<file path="src/rtl/axil_sig_reader_pkg.sv">
// Shared types and constants for the signature reader.
// Latency: n/a (declarations only).
// Backpressure: n/a.
package axil_sig_pkg;

   typedef enum logic [2:0] {
      IDLE = 3'd0,
      ADDR = 3'd1,
      DATA = 3'd2,
      OUT  = 3'd3,
      FIN  = 3'd4
   } state_t;

   localparam logic [1:0] RESP_OKAY   = 2'b00;
   localparam logic [1:0] RESP_SLVERR = 2'b10;

endpackage

</file>
<file path="src/rtl/axil_sig_reader_if.sv">
// AXI-Lite master bus plus outgoing signature stream, bundled for the reader.
// Latency: n/a (wires only).
// Backpressure: arready/rvalid from the slave, tready from the stream sink.
interface axil_sig_reader_if #(
   parameter int DATA_WIDTH = 32,
   parameter int ADDR_WIDTH = 32,
   parameter int STRB_WIDTH = DATA_WIDTH / 8
);
   logic [ADDR_WIDTH-1:0] m_axil_araddr;
   logic [2:0]            m_axil_arprot;
   logic                  m_axil_arvalid;
   logic                  m_axil_arready;
   logic [DATA_WIDTH-1:0] m_axil_rdata;
   logic [1:0]            m_axil_rresp;
   logic                  m_axil_rvalid;
   logic                  m_axil_rready;
   logic [ADDR_WIDTH-1:0] m_axil_awaddr;
   logic [2:0]            m_axil_awprot;
   logic                  m_axil_awvalid;
   logic [DATA_WIDTH-1:0] m_axil_wdata;
   logic [STRB_WIDTH-1:0] m_axil_wstrb;
   logic                  m_axil_wvalid;
   logic                  m_axil_bready;
   logic [DATA_WIDTH-1:0] sig_tdata;
   logic                  sig_tvalid;
   logic                  sig_tready;
   logic                  sig_tlast;

   modport master (
      output m_axil_araddr, m_axil_arprot, m_axil_arvalid,
      input  m_axil_arready,
      input  m_axil_rdata, m_axil_rresp, m_axil_rvalid,
      output m_axil_rready,
      output m_axil_awaddr, m_axil_awprot, m_axil_awvalid,
      output m_axil_wdata, m_axil_wstrb, m_axil_wvalid, m_axil_bready,
      output sig_tdata, sig_tvalid, sig_tlast,
      input  sig_tready
   );

   modport slave (
      input  m_axil_araddr, m_axil_arprot, m_axil_arvalid,
      output m_axil_arready,
      output m_axil_rdata, m_axil_rresp, m_axil_rvalid,
      input  m_axil_rready,
      input  m_axil_awaddr, m_axil_awprot, m_axil_awvalid,
      input  m_axil_wdata, m_axil_wstrb, m_axil_wvalid, m_axil_bready,
      input  sig_tdata, sig_tvalid, sig_tlast,
      output sig_tready
   );
endinterface

</file>
<file path="src/rtl/axil_sig_reader.sv">
// Walks [sig_begin, sig_end) over AXI-Lite reads and streams each word with tlast.
// Latency: 3 cycles per word with zero-wait slave and ready sink; one read outstanding.
// Backpressure: holds the captured word while tready is low; no new read issued meanwhile.
// Optional: SIG_READER_CSUM_EN adds a rotate-xor checksum output sig_csum.
module axil_sig_reader
   import axil_sig_pkg::*;
#(
   parameter int DATA_WIDTH = 32,
   parameter int ADDR_WIDTH = 32,
   parameter int STRB_WIDTH = DATA_WIDTH / 8
) (
   input  logic                  clk,
   input  logic                  rst,
   input  logic                  start,
   input  logic [ADDR_WIDTH-1:0] sig_begin,
   input  logic [ADDR_WIDTH-1:0] sig_end,
   output logic                  busy,
   output logic                  done,
   output logic                  error,
   output logic [15:0]           word_count,
   axil_sig_reader_if.master     bus
`ifdef SIG_READER_CSUM_EN
   ,
   output logic [31:0]           sig_csum
`endif
);

   localparam logic [ADDR_WIDTH-1:0] WORD_MASK = ~ADDR_WIDTH'(3);
   localparam logic [ADDR_WIDTH-1:0] WORD_STEP = ADDR_WIDTH'(4);

   state_t                r_state;
   state_t                w_next;
   logic [ADDR_WIDTH-1:0] r_addr;
   logic [ADDR_WIDTH-1:0] r_end;
   logic [DATA_WIDTH-1:0] r_data;
   logic [15:0]           r_wcnt;
   logic                  r_err;
   logic [ADDR_WIDTH-1:0] w_begin;
   logic [ADDR_WIDTH-1:0] w_end;
   logic                  w_last;
   logic                  w_t_hs;

   assign w_begin = sig_begin & WORD_MASK;
   assign w_end   = sig_end & WORD_MASK;
   // Wrapping regions give begin >= end and are therefore treated as empty.
   assign w_last  = ((r_addr + WORD_STEP) == r_end);
   assign w_t_hs  = (r_state == OUT) && bus.sig_tready;

   // State register.
   always_ff @(posedge clk or posedge rst) begin
      if (rst) r_state <= IDLE;
      else     r_state <= w_next;
   end

   // Next-state decode.
   always_comb begin
      w_next = r_state;
      case (r_state)
         IDLE: if (start) w_next = (w_begin >= w_end) ? FIN : ADDR;
         ADDR: if (bus.m_axil_arready) w_next = DATA;
         DATA: if (bus.m_axil_rvalid)
                  w_next = (bus.m_axil_rresp != RESP_OKAY) ? FIN : OUT;
         OUT:  if (bus.sig_tready) w_next = w_last ? FIN : ADDR;
         FIN:  w_next = IDLE;
         default: w_next = IDLE;
      endcase
   end

   // Address counter, capture register, word counter and sticky error.
   always_ff @(posedge clk or posedge rst) begin
      if (rst) begin
         r_addr <= '0;
         r_end  <= '0;
         r_data <= '0;
         r_wcnt <= '0;
         r_err  <= 1'b0;
      end else begin
         if (r_state == IDLE && start) begin
            r_addr <= w_begin;
            r_end  <= w_end;
            r_wcnt <= '0;
            r_err  <= 1'b0;
         end
         if (r_state == DATA && bus.m_axil_rvalid) begin
            if (bus.m_axil_rresp == RESP_OKAY) r_data <= bus.m_axil_rdata;
            else                               r_err  <= 1'b1;
         end
         if (w_t_hs) begin
            r_addr <= r_addr + WORD_STEP;
            if (r_wcnt != 16'hFFFF) r_wcnt <= r_wcnt + 16'd1;
         end
      end
   end

`ifdef SIG_READER_CSUM_EN
   logic [31:0] r_csum;

   // Rotate-left-by-one then xor each emitted word.
   always_ff @(posedge clk or posedge rst) begin
      if (rst)                           r_csum <= '0;
      else if (r_state == IDLE && start) r_csum <= '0;
      else if (w_t_hs)                   r_csum <= {r_csum[30:0], r_csum[31]} ^ r_data;
   end

   assign sig_csum = r_csum;
`endif

   assign bus.m_axil_araddr  = r_addr;
   assign bus.m_axil_arprot  = 3'b000;
   assign bus.m_axil_arvalid = (r_state == ADDR);
   assign bus.m_axil_rready  = (r_state == DATA);
   assign bus.m_axil_awaddr  = '0;
   assign bus.m_axil_awprot  = 3'b000;
   assign bus.m_axil_awvalid = 1'b0;
   assign bus.m_axil_wdata   = '0;
   assign bus.m_axil_wstrb   = '0;
   assign bus.m_axil_wvalid  = 1'b0;
   assign bus.m_axil_bready  = 1'b0;
   assign bus.sig_tdata      = r_data;
   assign bus.sig_tvalid     = (r_state == OUT);
   assign bus.sig_tlast      = (r_state == OUT) && w_last;

   assign busy       = (r_state != IDLE);
   assign done       = (r_state == FIN);
   assign error      = r_err;
   assign word_count = r_wcnt;

endmodule

</file>
<file path="src/flat_wrapper.sv">
// flat-port wrapper written by rule: the top's interface ports become plain ports
module axil_sig_reader_flat import axil_sig_pkg::*;
#(
   parameter int DATA_WIDTH = 32,
   parameter int ADDR_WIDTH = 32,
   parameter int STRB_WIDTH = DATA_WIDTH / 8
)
  (clk, rst, start, sig_begin, sig_end, busy, done, error, word_count, bus_m_axil_araddr, bus_m_axil_arprot, bus_m_axil_arvalid, bus_m_axil_arready, bus_m_axil_rdata, bus_m_axil_rresp, bus_m_axil_rvalid, bus_m_axil_rready, bus_m_axil_awaddr, bus_m_axil_awprot, bus_m_axil_awvalid, bus_m_axil_wdata, bus_m_axil_wstrb, bus_m_axil_wvalid, bus_m_axil_bready, bus_sig_tdata, bus_sig_tvalid, bus_sig_tlast, bus_sig_tready);
  axil_sig_reader_if #(.DATA_WIDTH(DATA_WIDTH), .ADDR_WIDTH(ADDR_WIDTH), .STRB_WIDTH(STRB_WIDTH)) bus_i ();
  input  logic clk;
  input  logic rst;
  input  logic start;
  input  logic [ADDR_WIDTH-1:0] sig_begin;
  input  logic [ADDR_WIDTH-1:0] sig_end;
  output logic busy;
  output logic done;
  output logic error;
  output logic [15:0] word_count;
  output wire logic [$bits(bus_i.m_axil_araddr)-1:0] bus_m_axil_araddr;
  output wire logic [$bits(bus_i.m_axil_arprot)-1:0] bus_m_axil_arprot;
  output wire logic [$bits(bus_i.m_axil_arvalid)-1:0] bus_m_axil_arvalid;
  input wire logic [$bits(bus_i.m_axil_arready)-1:0] bus_m_axil_arready;
  input wire logic [$bits(bus_i.m_axil_rdata)-1:0] bus_m_axil_rdata;
  input wire logic [$bits(bus_i.m_axil_rresp)-1:0] bus_m_axil_rresp;
  input wire logic [$bits(bus_i.m_axil_rvalid)-1:0] bus_m_axil_rvalid;
  output wire logic [$bits(bus_i.m_axil_rready)-1:0] bus_m_axil_rready;
  output wire logic [$bits(bus_i.m_axil_awaddr)-1:0] bus_m_axil_awaddr;
  output wire logic [$bits(bus_i.m_axil_awprot)-1:0] bus_m_axil_awprot;
  output wire logic [$bits(bus_i.m_axil_awvalid)-1:0] bus_m_axil_awvalid;
  output wire logic [$bits(bus_i.m_axil_wdata)-1:0] bus_m_axil_wdata;
  output wire logic [$bits(bus_i.m_axil_wstrb)-1:0] bus_m_axil_wstrb;
  output wire logic [$bits(bus_i.m_axil_wvalid)-1:0] bus_m_axil_wvalid;
  output wire logic [$bits(bus_i.m_axil_bready)-1:0] bus_m_axil_bready;
  output wire logic [$bits(bus_i.sig_tdata)-1:0] bus_sig_tdata;
  output wire logic [$bits(bus_i.sig_tvalid)-1:0] bus_sig_tvalid;
  output wire logic [$bits(bus_i.sig_tlast)-1:0] bus_sig_tlast;
  input wire logic [$bits(bus_i.sig_tready)-1:0] bus_sig_tready;
  assign bus_m_axil_araddr = bus_i.m_axil_araddr;
  assign bus_m_axil_arprot = bus_i.m_axil_arprot;
  assign bus_m_axil_arvalid = bus_i.m_axil_arvalid;
  assign bus_i.m_axil_arready = bus_m_axil_arready;
  assign bus_i.m_axil_rdata = bus_m_axil_rdata;
  assign bus_i.m_axil_rresp = bus_m_axil_rresp;
  assign bus_i.m_axil_rvalid = bus_m_axil_rvalid;
  assign bus_m_axil_rready = bus_i.m_axil_rready;
  assign bus_m_axil_awaddr = bus_i.m_axil_awaddr;
  assign bus_m_axil_awprot = bus_i.m_axil_awprot;
  assign bus_m_axil_awvalid = bus_i.m_axil_awvalid;
  assign bus_m_axil_wdata = bus_i.m_axil_wdata;
  assign bus_m_axil_wstrb = bus_i.m_axil_wstrb;
  assign bus_m_axil_wvalid = bus_i.m_axil_wvalid;
  assign bus_m_axil_bready = bus_i.m_axil_bready;
  assign bus_sig_tdata = bus_i.sig_tdata;
  assign bus_sig_tvalid = bus_i.sig_tvalid;
  assign bus_sig_tlast = bus_i.sig_tlast;
  assign bus_i.sig_tready = bus_sig_tready;
  axil_sig_reader #(.DATA_WIDTH(DATA_WIDTH), .ADDR_WIDTH(ADDR_WIDTH), .STRB_WIDTH(STRB_WIDTH)) u_core (.clk(clk), .rst(rst), .start(start), .sig_begin(sig_begin), .sig_end(sig_end), .busy(busy), .done(done), .error(error), .word_count(word_count), .bus(bus_i));
endmodule
</file>
<file path="config.mk">
export PLATFORM = sky130hd
export DESIGN_NAME = axil_sig_reader_flat
export DESIGN_NICKNAME = d
export VERILOG_FILES = /design/src/rtl/axil_sig_reader_pkg.sv /design/src/rtl/axil_sig_reader_if.sv /design/src/rtl/axil_sig_reader.sv /design/src/flat_wrapper.sv
export SDC_FILE = /design/constraint.sdc
export NUM_CORES = 1
export LEC_CHECK = 0
export BUFFER_PORTS_ARGS = -buffer_cell sky130_fd_sc_hd__clkbuf_2
export CAP_MARGIN = 20
export CELL_PAD_IN_SITES_DETAIL_PLACEMENT = 2
export CELL_PAD_IN_SITES_GLOBAL_PLACEMENT = 2
export CORE_AREA = 2 2 181 139
export CTS_CLUSTER_DIAMETER = 30
export DETAILED_ROUTE_END_ITERATION = 8
export DIE_AREA = 0 0 183 141
export PLACE_DENSITY = 0.92
export SLEW_MARGIN = 40
export SYNTH_ARGS = -nofsm -noshare
export SYNTH_HDL_FRONTEND = slang
export SYNTH_SLANG_ARGS = --single-unit
</file>
<file path="constraint.sdc">
create_clock -name clk -period 5.9 [get_ports clk]
set_input_delay 0.59 -clock clk [delete_from_list [all_inputs] [get_ports clk]]
set_output_delay 0.59 -clock clk [all_outputs]
set_load 0.03 [all_outputs]
</file>
== Word-level counts from Yosys, hierarchy flattened ==
Cells that the tools add are included.

* Add/subtract/negate cells: 2
* Mux-type cells: 16
* Equality and inequality tests: 10
* Order comparisons: 1
* Reduce and logical (&&, ||, !) cells: 11

{| class="wikitable"
|+ Operators by type and width
! operator !! number
|-
| two-way mux 32 bit || 2
|-
| two-way mux 16 bit || 3
|-
| adder 32 x 3 -> 32 bit, second input constant || 1
|-
| == test 32 bit || 1
|-
| >= comparator 32 bit || 1
|-
| two-way mux 3 bit || 7
|-
| adder 16 x 1 -> 16 bit, second input constant || 1
|-
| != test 16 bit, second input constant || 1
|-
| one-hot mux 3 bit (4 select lines) || 1
|-
| == test 3 x 2 -> 1 bit, second input constant || 2
|-
| logical AND 1 bit || 4
|-
| != test 2 x 1 -> 1 bit, second input constant || 2
|-
| != test 2 bit, second input constant || 2
|-
| AND reduction 4 bit || 1
|-
| nonzero test 2 bit || 2
|-
| == test 3 x 1 -> 1 bit, second input constant || 1
|-
| == test 3 bit, second input constant || 1
|-
| logical NOT 3 bit || 1
|-
| two-way mux 1 bit || 3
|-
| nonzero test 3 bit || 1
|-
| logical NOT 2 bit || 1
|-
| AND reduction 2 bit || 1
|}

* Output and inout port bits: 164
* Logic and storage cells: 46
* Register bits: 114

== Logic depth before layout (Yosys ltp) ==
* Depth after elaboration: 5
* Depth in mapped cells: 10
* Mapped depth without buffers: 10

== Worst setup path after synthesis ==
No wires, ideal clock.

* Kind: register to output
* Start point: register u_core.r_addr[2] (netlist: u_core.bus.m_axil_araddr[2])
* End point: output port bus_sig_tlast
* Setup slack: 2,193 ps
* Arrival time: 3,117 ps
* Cell stages (with the launch flop): 9
* Path through: dfrtp_1 -> ha_1 -> nand4_4 -> or3_4 -> or3_1 -> mux2_1 -> mux2i_1 -> o32a_1 -> nor4_2

* Cells in the longest elaborated chain, start to end: 3

{| class="wikitable"
|+ Ends and longest elaborated chain
! item !! line !! source
|-
| start, declared || axil_sig_reader.sv:33 || <nowiki>logic [ADDR_WIDTH-1:0] r_addr;</nowiki>
|-
| start signal, assigned || axil_sig_reader.sv:79 || <nowiki>r_addr <= w_begin;</nowiki>
|-
| start signal, assigned || axil_sig_reader.sv:89 || <nowiki>r_addr <= r_addr + WORD_STEP;</nowiki>
|-
| adder 32 x 3 -> 32 bit || axil_sig_reader.sv:46 || <nowiki>assign w_last = ((r_addr + WORD_STEP) == r_end);</nowiki>
|-
| == test 32 bit || axil_sig_reader.sv:46 ||
|-
| logical AND 1 bit || axil_sig_reader.sv:121 || <nowiki>assign bus.sig_tlast = (r_state == OUT) && w_last;</nowiki>
|-
| end, declared || flat_wrapper.sv:36 || <nowiki>output wire logic [$bits(bus_i.sig_tlast)-1:0] bus_sig_tlast;</nowiki>
|}

No other way between the ends.

== Worst setup path after layout ==
Ends and elaborated chain as after synthesis.

==> out/results.tsv <==
metric	value	unit
r2r-end	u_core.r_state[2]	
ys_types	69	
synth_area	0.00733	mm^2
synth_most_common_cell	dfrtp_1	
finalSetupTns	0	ns
initial_utilization	30.2	%
first_pass_iters	5	
detail_route.wl_per_cell	20.0	um
clk_path_buf_depth	2	
portBuffers	184	
rr_worst_depth	9	
synth-main-ff-cell	dfrtp_1	
cts_setup_buffers	0	
drv_cap	0	
fp.dieH	141	um
synth-simple-area-share	17.9	%
synth_mux_area_share	5.65	%
worstReg2RegStart	u_core.bus.m_axil_araddr[2]	
clk_pin_slew	0.08	ns
synthTopCellsByCount	dfrtp_1 (112), nand2_1 (88), buf_4 (79), o21ai_0 (72), inv_1 (41)	
cts.sinks	112	
max_freq	235	MHz
hold_violations	0	
final_antenna_net_count	0	
grt_pass1_wl	39.5	mm
layout.nets	1100	
hold_path.class	in2async	
num-fill-cells	2809	
die_area	0.0258	mm^2
insertion_delay	0.37	ns
utilization	35.2	%
ys_async_sr_fraction	100	%
htree_levels	3	
cts_tree	built	
ys_seq_area_share	38.2	%
slew_headroom	50.7	%
synth-xor-area-share	5.74	%
critPathArrivalTime	3.66	ns
required	5.31	ns
antenna_found_initial	1	
cp-endpoint	bus_sig_tlast	
core_area	0.0243	mm^2
yosys_register_bits	112	
leakagePower	4.11	nW
row_count	50	
end_kind	output pin	
remaining_drc_errors	0	
rsz0062_at_grt	false	
fin_crit	4.25	ns
vias_per_cell	5.02	
gp_congestion	0.815	
drive_above_1_share	26.8	%
grt_pass1_vias	6839	
routed_wl	25.6	mm
num_io_pins	268	
cp-startpoint	u_core.bus.m_axil_araddr[2]	
synth_cells	802	
overflow	0	
gr-usage-all-layers	19.7	%
skew	0.0104	ns
synth-edff-count	0	
synthAdderAreaFrac	5.46	%
run_status	finished, final reports clean	
cts_resized	0	
start_kind	register	
path_max_fanout	8	
clock_tree.root_cell	clkbuf_16	
first_iter_violations	310	
tightest_slew	0.733	ns
ir_worst_vdd	0.161	mV
avgSynthCellArea	9.14	um^2
postCtsHoldBufs	0	
dp_hpwl	19.7	mm
finalMaxSlewViolations	0	
path_class	reg2out	
cts_buffers	9	
vias	6436	
fin_crit_sh	72.1	%
ff2ff_setup_slack	2.55	ns
synth_top_family_by_area	simple AND/OR/NAND/NOR gates	
yosys.area.top_type_share	38.2	%
antennaDiodeCount	0	
grt_max_degree	72	
yosysWarnings	0	
synth_top_area_cell	dfrtp_1	
synth_compound_area_share	14.6	%
syn_to_final_growth	16.7	%
p_per_area	495	mW/mm^2
yosys-top-cells-area	dfrtp_1 (38%), buf_4 (8.1%), ha_1 (5.5%)	
die_w	183	um
setup_viol	0	
## cells by family after synthesis
group                    Yosys count
buffers and inverters            158
other                              1
adder cells (fa/ha/maj)           32
AND/OR/NAND/NOR                  248
flip-flops                       112
XOR/XNOR                          48
AO/OA/AOI/OAI                    166
multiplexers                      37
## state kept, by name, summed over array words and instances (netlist names)
name,count
u_core.bus.m_axil_araddr,30
u_core.bus.sig_tdata,32
u_core.error,1
u_core.r_end,30
u_core.r_state,3
u_core.word_count,16
## report_power, final
| group | leakage (nW) | switching (W) | internal [W] |
|---|---|---|---|
| Sequential | 1.41 | 0.000404 | 0.00109 |
| Clock | 0.150 | 0.000341 | 0.000305 |
| Combinational | 2.55 | 0.00139 | 0.000712 |
| Total | 4.11 | 0.00213 | 0.00210 |
## cells in the final DEF (no fill, tap or decap), types with 4 or more instances in the layout
cell type  Yosys  routed
a21o_1         5       5
a21oi_1       28      28
a221o_1       11      11
a22oi_1        4       4
a31oi_1        4       4
and2_1         4       4
and3_1        12      12
buf_4         79       5
clkbuf_16      0       9
clkbuf_2       1     184
conb_1         1      79
dfrtp_1      112     112
ha_1          32      32
inv_1         41      40
inv_6          0       4
mux2_2        34      34
nand2_1       88      87
nand2b_1       5       5
nand3_1       21      21
nand4_1       16      16
nor2_1        38      38
nor3_1        16      16
nor3b_1        4       4
nor4_1        13      11
nor4_2         2       4
o211ai_1      11      11
o21ai_0       72      72
o311ai_0       7       7
o31ai_1        7       7
xnor2_1       31      31
xor2_1        17      17
## worst max-delay path: stages (launching register included)
cell and delay, ns:
dfrtp_1 0.51, ha_1 0.38, nand4_4 0.22, or3_4 0.49, or3_1 0.48, mux2_1 0.25, mux2i_1 0.07, o32a_1 0.26
nor4_2 0.35, clkbuf_2 0.28
## worst min-delay path by stage
stage	end	depth (start not counted)	slack, ns	start
after floorplan	u_core.r_end[2]	2	0.47	u_core.r_end[2]
after global routing	u_core.bus.sig_tdata[4]	2	0.36	rst
after global placement	u_core.r_end[21]	2	0.48	u_core.r_end[21]
final	u_core.bus.sig_tdata[4]	2	0.30	rst
after detailed placement	u_core.r_end[17]	2	0.49	u_core.r_end[17]
after CTS	u_core.bus.sig_tdata[4]	2	0.33	rst
## per-stage QoR
| stage | power (W) | worst slack, ns | hold WS [ns] | cells | instance area, um^2 |
|---|---|---|---|---|---|
| final | 0.00424 | 1.65 | 0.297 | 1281 | 8550 |
| after floorplan | 0.00293 | 2.19 | 0.466 | 880 | 7620 |
| after global placement | 0.00347 | 2.10 | 0.483 | 1265 | 8230 |
| after CTS | 0.00427 | 1.65 | 0.334 | 1281 | 8550 |
| after detailed placement | 0.00359 | 2.01 | 0.495 | 1265 | 8240 |
| after global routing | 0.00451 | 1.37 | 0.357 | 1281 | 8550 |
## per-layer routing
layer	GRT usage [%]	share of wire [%]	up-vias
li1	-	-	2992
met1	26.4	46	3242
met2	32.5	47	175
met3	4.08	5.2	27
met4	4.63	1.5	0
met5	0	0	-
## layout make-up
class	instances	area [um^2]	share of cell area [%]
Clock buffer	9	225	2.63
Clock inverter	7	83.8	0.980
Inverter	41	156	1.83
Multi-Input combinational cell	610	3930	45.9
Sequential cell	112	2800	32.8
Tap cell	312	390	4.56
Timing Repair Buffer	190	970	11.3
(Power assumes the default switching activity.)
